--- src/rtl/camara_tx.sv ---
// OV7670-style camera transmitter: Pclk=clk/2, Vsync/Href framing, RGB565 bytes (optional test patterns via CAMARA_TX_PATTERN_EN).
// Outputs are registered and change only on the clk edge where Pclk falls; PWDN or Reset abort a frame immediately.
module camara_tx #(
  parameter int H_ACT     = 640,
  parameter int V_ACT     = 480,
  parameter int H_BLANK   = 144,
  parameter int VSYNC_LEN = 3,
  parameter int V_BACK    = 17,
  parameter int V_FRONT   = 10
) (
  input  logic        clk,
  input  logic        Reset,
  input  logic        En,
  input  logic        PWDN,
  input  logic [15:0] Color,
`ifdef CAMARA_TX_PATTERN_EN
  input  logic [1:0]  Patron,
`endif
  output logic        Pclk,
  output logic        Vsync,
  output logic        Href,
  output logic [7:0]  Imagen,
  output logic        Frame_done,
  output logic        Busy
);

  localparam logic [2:0] IDLE   = 3'd0;
  localparam logic [2:0] VSYNC  = 3'd1;
  localparam logic [2:0] VBACK  = 3'd2;
  localparam logic [2:0] ACTIVE = 3'd3;
  localparam logic [2:0] HBLANK = 3'd4;
  localparam logic [2:0] VFRONT = 3'd5;

  localparam int L     = 2 * H_ACT + H_BLANK;
  localparam int R_VS  = VSYNC_LEN * L;
  localparam int R_VB  = V_BACK * L;
  localparam int R_VF  = V_FRONT * L;
  localparam int R_M1  = (R_VS > R_VB) ? R_VS : R_VB;
  localparam int R_M2  = (R_M1 > R_VF) ? R_M1 : R_VF;
  localparam int R_MAX = (R_M2 > H_BLANK) ? R_M2 : H_BLANK;
  localparam int CW    = $clog2(R_MAX + 1);

  logic [2:0]    state;
  logic [CW-1:0] cnt;
  logic [10:0]   x, y;
  logic          bsel;
  logic [15:0]   pix;
  logic          cnt_last;

  assign Busy = (state != IDLE);

  always_comb begin
    cnt_last = 1'b0;
    case (state)
      VSYNC:   cnt_last = (cnt == CW'(R_VS - 1));
      VBACK:   cnt_last = (cnt == CW'(R_VB - 1));
      HBLANK:  cnt_last = (cnt == CW'(H_BLANK - 1));
      VFRONT:  cnt_last = (cnt == CW'(R_VF - 1));
      default: cnt_last = 1'b0;
    endcase
  end

`ifdef CAMARA_TX_PATTERN_EN
  localparam int BAR_W = (H_ACT / 8 > 0) ? H_ACT / 8 : 1;
  logic [1:0]  pat;
  logic [10:0] pix_x, pix_y, bar_q;
  logic [2:0]  bar;

  // Coordinates of the pixel whose byte is emitted on the coming tick.
  always_comb begin
    pix_x = 11'd0;
    pix_y = y;
    if (state == ACTIVE) pix_x = bsel ? x + 11'd1 : x;
    if (state == HBLANK) pix_y = y + 11'd1;
    bar_q = pix_x / 11'(BAR_W);
    bar   = (bar_q > 11'd7) ? 3'd7 : bar_q[2:0];
    pix   = Color;
    case (pat)
      2'd1: begin
        case (bar)
          3'd0: pix = 16'hFFFF;
          3'd1: pix = 16'hFFE0;
          3'd2: pix = 16'h07FF;
          3'd3: pix = 16'h07E0;
          3'd4: pix = 16'hF81F;
          3'd5: pix = 16'hF800;
          3'd6: pix = 16'h001F;
          default: pix = 16'h0000;
        endcase
      end
      2'd2:    pix = {5'b0, pix_x[5:0], 5'b0};
      2'd3:    pix = (pix_x[3] ^ pix_y[3]) ? 16'hFFFF : 16'h0000;
      default: pix = Color;
    endcase
  end
`else
  assign pix = Color;
`endif

  always_ff @(posedge clk or negedge Reset) begin
    if (!Reset) begin
      state      <= IDLE;
      cnt        <= '0;
      x          <= '0;
      y          <= '0;
      bsel       <= 1'b0;
      Pclk       <= 1'b0;
      Vsync      <= 1'b0;
      Href       <= 1'b0;
      Imagen     <= 8'h00;
      Frame_done <= 1'b0;
`ifdef CAMARA_TX_PATTERN_EN
      pat        <= 2'd0;
`endif
    end else if (PWDN) begin
      state      <= IDLE;
      cnt        <= '0;
      x          <= '0;
      y          <= '0;
      bsel       <= 1'b0;
      Pclk       <= 1'b0;
      Vsync      <= 1'b0;
      Href       <= 1'b0;
      Imagen     <= 8'h00;
      Frame_done <= 1'b0;
    end else begin
      Pclk       <= ~Pclk;
      Frame_done <= 1'b0;
      if (Pclk) begin
        case (state)
          IDLE: begin
            if (En) begin
              state <= VSYNC;
              Vsync <= 1'b1;
              cnt   <= '0;
`ifdef CAMARA_TX_PATTERN_EN
              pat   <= Patron;
`endif
            end
          end
          VSYNC: begin
            if (cnt_last) begin
              state <= VBACK;
              Vsync <= 1'b0;
              cnt   <= '0;
            end else cnt <= cnt + 1'b1;
          end
          VBACK: begin
            if (cnt_last) begin
              state  <= ACTIVE;
              Href   <= 1'b1;
              Imagen <= pix[15:8];
              x      <= '0;
              y      <= '0;
              bsel   <= 1'b0;
              cnt    <= '0;
            end else cnt <= cnt + 1'b1;
          end
          ACTIVE: begin
            if (!bsel) begin
              Imagen <= pix[7:0];
              bsel   <= 1'b1;
            end else if (x == 11'(H_ACT - 1)) begin
              state  <= HBLANK;
              Href   <= 1'b0;
              Imagen <= 8'h00;
              x      <= '0;
              bsel   <= 1'b0;
              cnt    <= '0;
            end else begin
              x      <= x + 11'd1;
              Imagen <= pix[15:8];
              bsel   <= 1'b0;
            end
          end
          HBLANK: begin
            if (cnt_last) begin
              cnt <= '0;
              if (y == 11'(V_ACT - 1)) begin
                y     <= '0;
                state <= VFRONT;
              end else begin
                y      <= y + 11'd1;
                state  <= ACTIVE;
                Href   <= 1'b1;
                Imagen <= pix[15:8];
                bsel   <= 1'b0;
              end
            end else cnt <= cnt + 1'b1;
          end
          VFRONT: begin
            if (cnt_last) begin
              Frame_done <= 1'b1;
              cnt        <= '0;
              if (En) begin
                state <= VSYNC;
                Vsync <= 1'b1;
`ifdef CAMARA_TX_PATTERN_EN
                pat   <= Patron;
`endif
              end else state <= IDLE;
            end else cnt <= cnt + 1'b1;
          end
          default: state <= IDLE;
        endcase
      end
    end
  end

endmodule

--- config.mk ---
export PLATFORM = sky130hd
export DESIGN_NAME = camara_tx
export DESIGN_NICKNAME = d
export VERILOG_FILES = /design/src/rtl/camara_tx.sv
export SDC_FILE = /design/constraint.sdc
export NUM_CORES = 1
export LEC_CHECK = 0
export CORE_MARGIN = 4
export CORE_UTILIZATION = 30
export CTS_CLUSTER_DIAMETER = 60
export DETAILED_ROUTE_END_ITERATION = 7
export PLACE_DENSITY = 0.55
export SYNTH_ARGS = -nofsm -noshare
export SYNTH_HDL_FRONTEND = slang
export SYNTH_SLANG_ARGS = --single-unit
export TNS_END_PERCENT = 100
--- constraint.sdc ---
create_clock -name clk -period 3.3 [get_ports clk]
set_clock_uncertainty 0.2 [all_clocks]
set_input_delay 0.495 -clock clk [delete_from_list [all_inputs] [get_ports clk]]
set_output_delay 0.495 -clock clk [all_outputs]
set_load 0.02 [all_outputs]
==> reports/qor.yml <==
max_slew_margin: 0.237
routabilityCongestion: 0.790
fp-row-count: 38
synth_area_leaders: "dfrtp_1 39%, nor2_1 4.4%, xnor2_1 3.7%"
power_per_cell_area_mw_per_mm2: 336
end_kind: "register"
muxShareOfSynthArea: 0.0391
regArea_mm2: 0.00133
synthesis.instances: 370
n_antenna_cell: 0
grt_setup_unrepaired: "false"
fin_crit_sh: 0.852
ant_nets: 0
path_clk_slew_ps: 100
ir_drop_mv: 0.136
syn_avg_cell_area_um2: 9.08
antenna_found_initial: 0
die_area_mm2: 0.0130
worst_slew_pin_slew_ps: 1130
synth_edf_count: 0
drive_above_1_share: 0.0970
grt.total_usage: 0.135
async_reset_ff_frac: 1.00
cp.arrival_ps: 2820
start_kind: "register"
synth.top_cell.area_share: 0.395
reg2regPathDepth: 6
slew_violations: 0
yosys.area_share.simple: 0.310
grt_overflow: 0
reg2reg_to: "y[6]$_DFFE_PN0P_"
path_buf_inv: 0
wl_met3_um: 224
wl_per_cell_um: 15.4
synthAdderAreaFrac: 0.0112
placed_area_mm2: 0.00383
multi_input_area_mm2: 0.00192
core_mm2: 0.0109
critPathMaxStageDelay_ps: 500
synth_xor_area_frac: 0.0365
reg2reg_slack_ps: 490
synth_top_area_cell: "dfrtp_1"
max_freq_mhz: 356
area_growth_pct: 17.0
synth_common_cells: "53 x dfrtp_1, 39 x nor2_1, 21 x nand2_1"
synth_ff_type: "dfrtp_1"
cts.sink_count: 53
min_path_type: "primary input to async pin"
num_vias: 2900
leakagePower_uw: 0.00161
cts_resized: 0
highest-signal-layer: "met4"
cts_tree: "done"
drt_iter0_markers: 205
yosysWarnings: 0
ys_seq_area_frac: 0.395
wl_met2_mm: 3.92
cts_made_buffers: 5
synth_area_mm2: 0.00336
synth_compound_area_frac: 0.174
grt_max_degree: 36
htreeDepth: 2
synth_seq_cells: 53
hold_buffers: 0
postCtsSetupRepairBufs: 0
cp_top_family: "compound AO/OA/AOI/OAI gates"
num-fill-cells: 1128
synth_top_family_by_area: "simple AND/OR/NAND/NOR gates"
die-height_um: 114
min_period_ps: 2810
crit_start: "state[0]$_DFFE_PN0P_"
pin_count: 33
yosysMostFrequentCell: "dfrtp_1"
start_util: 0.308
wl_met1_mm: 4.06
path_class: "register to register"
first_pass_iters: 4
numPortBuffers: 32
reg2reg_from: "state[0]$_DFFE_PN0P_"
crit_chain: "nor2b_1 -> a2111oi_0 -> o221a_2 -> and2_1 -> nand3_1 -> o32ai_1"
first_global_vias: 2892
cp.required_ps: 3310
vias_per_cell: 5.35
status: "finished, final reports clean"
cp_slowest_cell: "dfrtp_1"
grt_pass1_wl_mm: 14.5
setup_viol: 0
drc: 0
nets: 424
cts_buffer_depth: 2
hpwl_mm: 6.04
timing.max_cap.violations: 0
finalHoldViolations: 0
synth_cell_type_count: 68
final_area_mm2: 0.00393
clock_latency_ps: 310
fp.dieW_um: 114
wl_mm: 8.34
syn_nets: 393
clockRootBuffer: "clkbuf_8"
crit_path_max_fanout: 11
tns_ps: 0
final cells by class:
class	instances	share of cell area
clock buffers	7	0.0245
inverters	7	0.00669
repair buffers	41	0.0974
well taps	140	0.0446
flip-flops and latches	53	0.338
multi-input cells	293	0.488
clock inverters	1	0.00127
per-layer routing:
layer,vias to the layer above,GRT usage
met1,1421,0.188
li1,1428,-
met5,-,0
met4,0,0.0467
met3,9,0.0159
met2,42,0.217
worst max-delay path by stage:
| stage | to | slack, ps | depth (start not counted) |
|---|---|---|---|
| finish | y[6]$_DFFE_PN0P_ | 490 | 6 |
| global route | y[6]$_DFFE_PN0P_ | 150 | 6 |
| CTS | cnt[7]$_DFFE_PN0P_ | 210 | 6 |
| detailed placement | cnt[7]$_DFFE_PN0P_ | 230 | 6 |
| global placement | cnt[3]$_DFFE_PN0P_ | 400 | 6 |
| floorplan | x[2]$_DFFE_PN0P_ | 990 | 8 |
sequential cells by signal (all words and copies together), names as in the netlist:
register    cells
state           3
Frame_done      1
Pclk            1
cnt            15
y              11
x              11
bsel            1
Href            1
Vsync           1
Imagen          8
worst register-to-register path: cells and delay by family (launching register included):
family          cells  cell delay, ps
compound gates      3            1120
flops               1             500
simple gates        3             890
stage by stage:
stage	std cells	hold slack [ps]	setup slack [ps]	power (µW)	utilization
final	542	67.2	489	1320	0.361
after global routing	542	131	153	1390	0.361
after CTS	542	96.4	206	1350	0.361
after detailed placement	534	287	229	930	0.351
after global placement	534	281	403	927	0.351
after floorplan	370	-0.591	985	829	-
cells in the final DEF, fill, tap and decap left out, types with 10 or more instances in the layout:
cell | netlist | final
o21ai_0 | 12 | 12
nand4_1 | 10 | 10
nor2_1 | 39 | 39
or3_1 | 12 | 12
dfrtp_1 | 53 | 52
nand2b_1 | 14 | 14
nor3_1 | 13 | 13
and3_1 | 11 | 11
a21oi_1 | 11 | 11
clkdlybuf4s50_1 | 0 | 31
nand3_1 | 18 | 18
xnor2_1 | 14 | 14
mux2i_1 | 12 | 12
nor2b_1 | 14 | 14
nand2_1 | 21 | 21
logic make-up after synthesis:
family	count (synthesis)
xor gates and xnor gates	14
muxes	13
buffers and inverters	24
DFF	53
adders and majority gates	3
AOI/OAI and AO/OA	78
and+or+nand+nor	185
report_power, final:
group	internal [µW]	total, µW	switching (µW)	leakage, µW
Combinational	97.8	225	127	0.000822
Sequential	665	690	24.6	0.000732
Clock	190	407	217	0.0000542
Total	953	1320	368	0.00161
(Power assumes the default switching activity.)
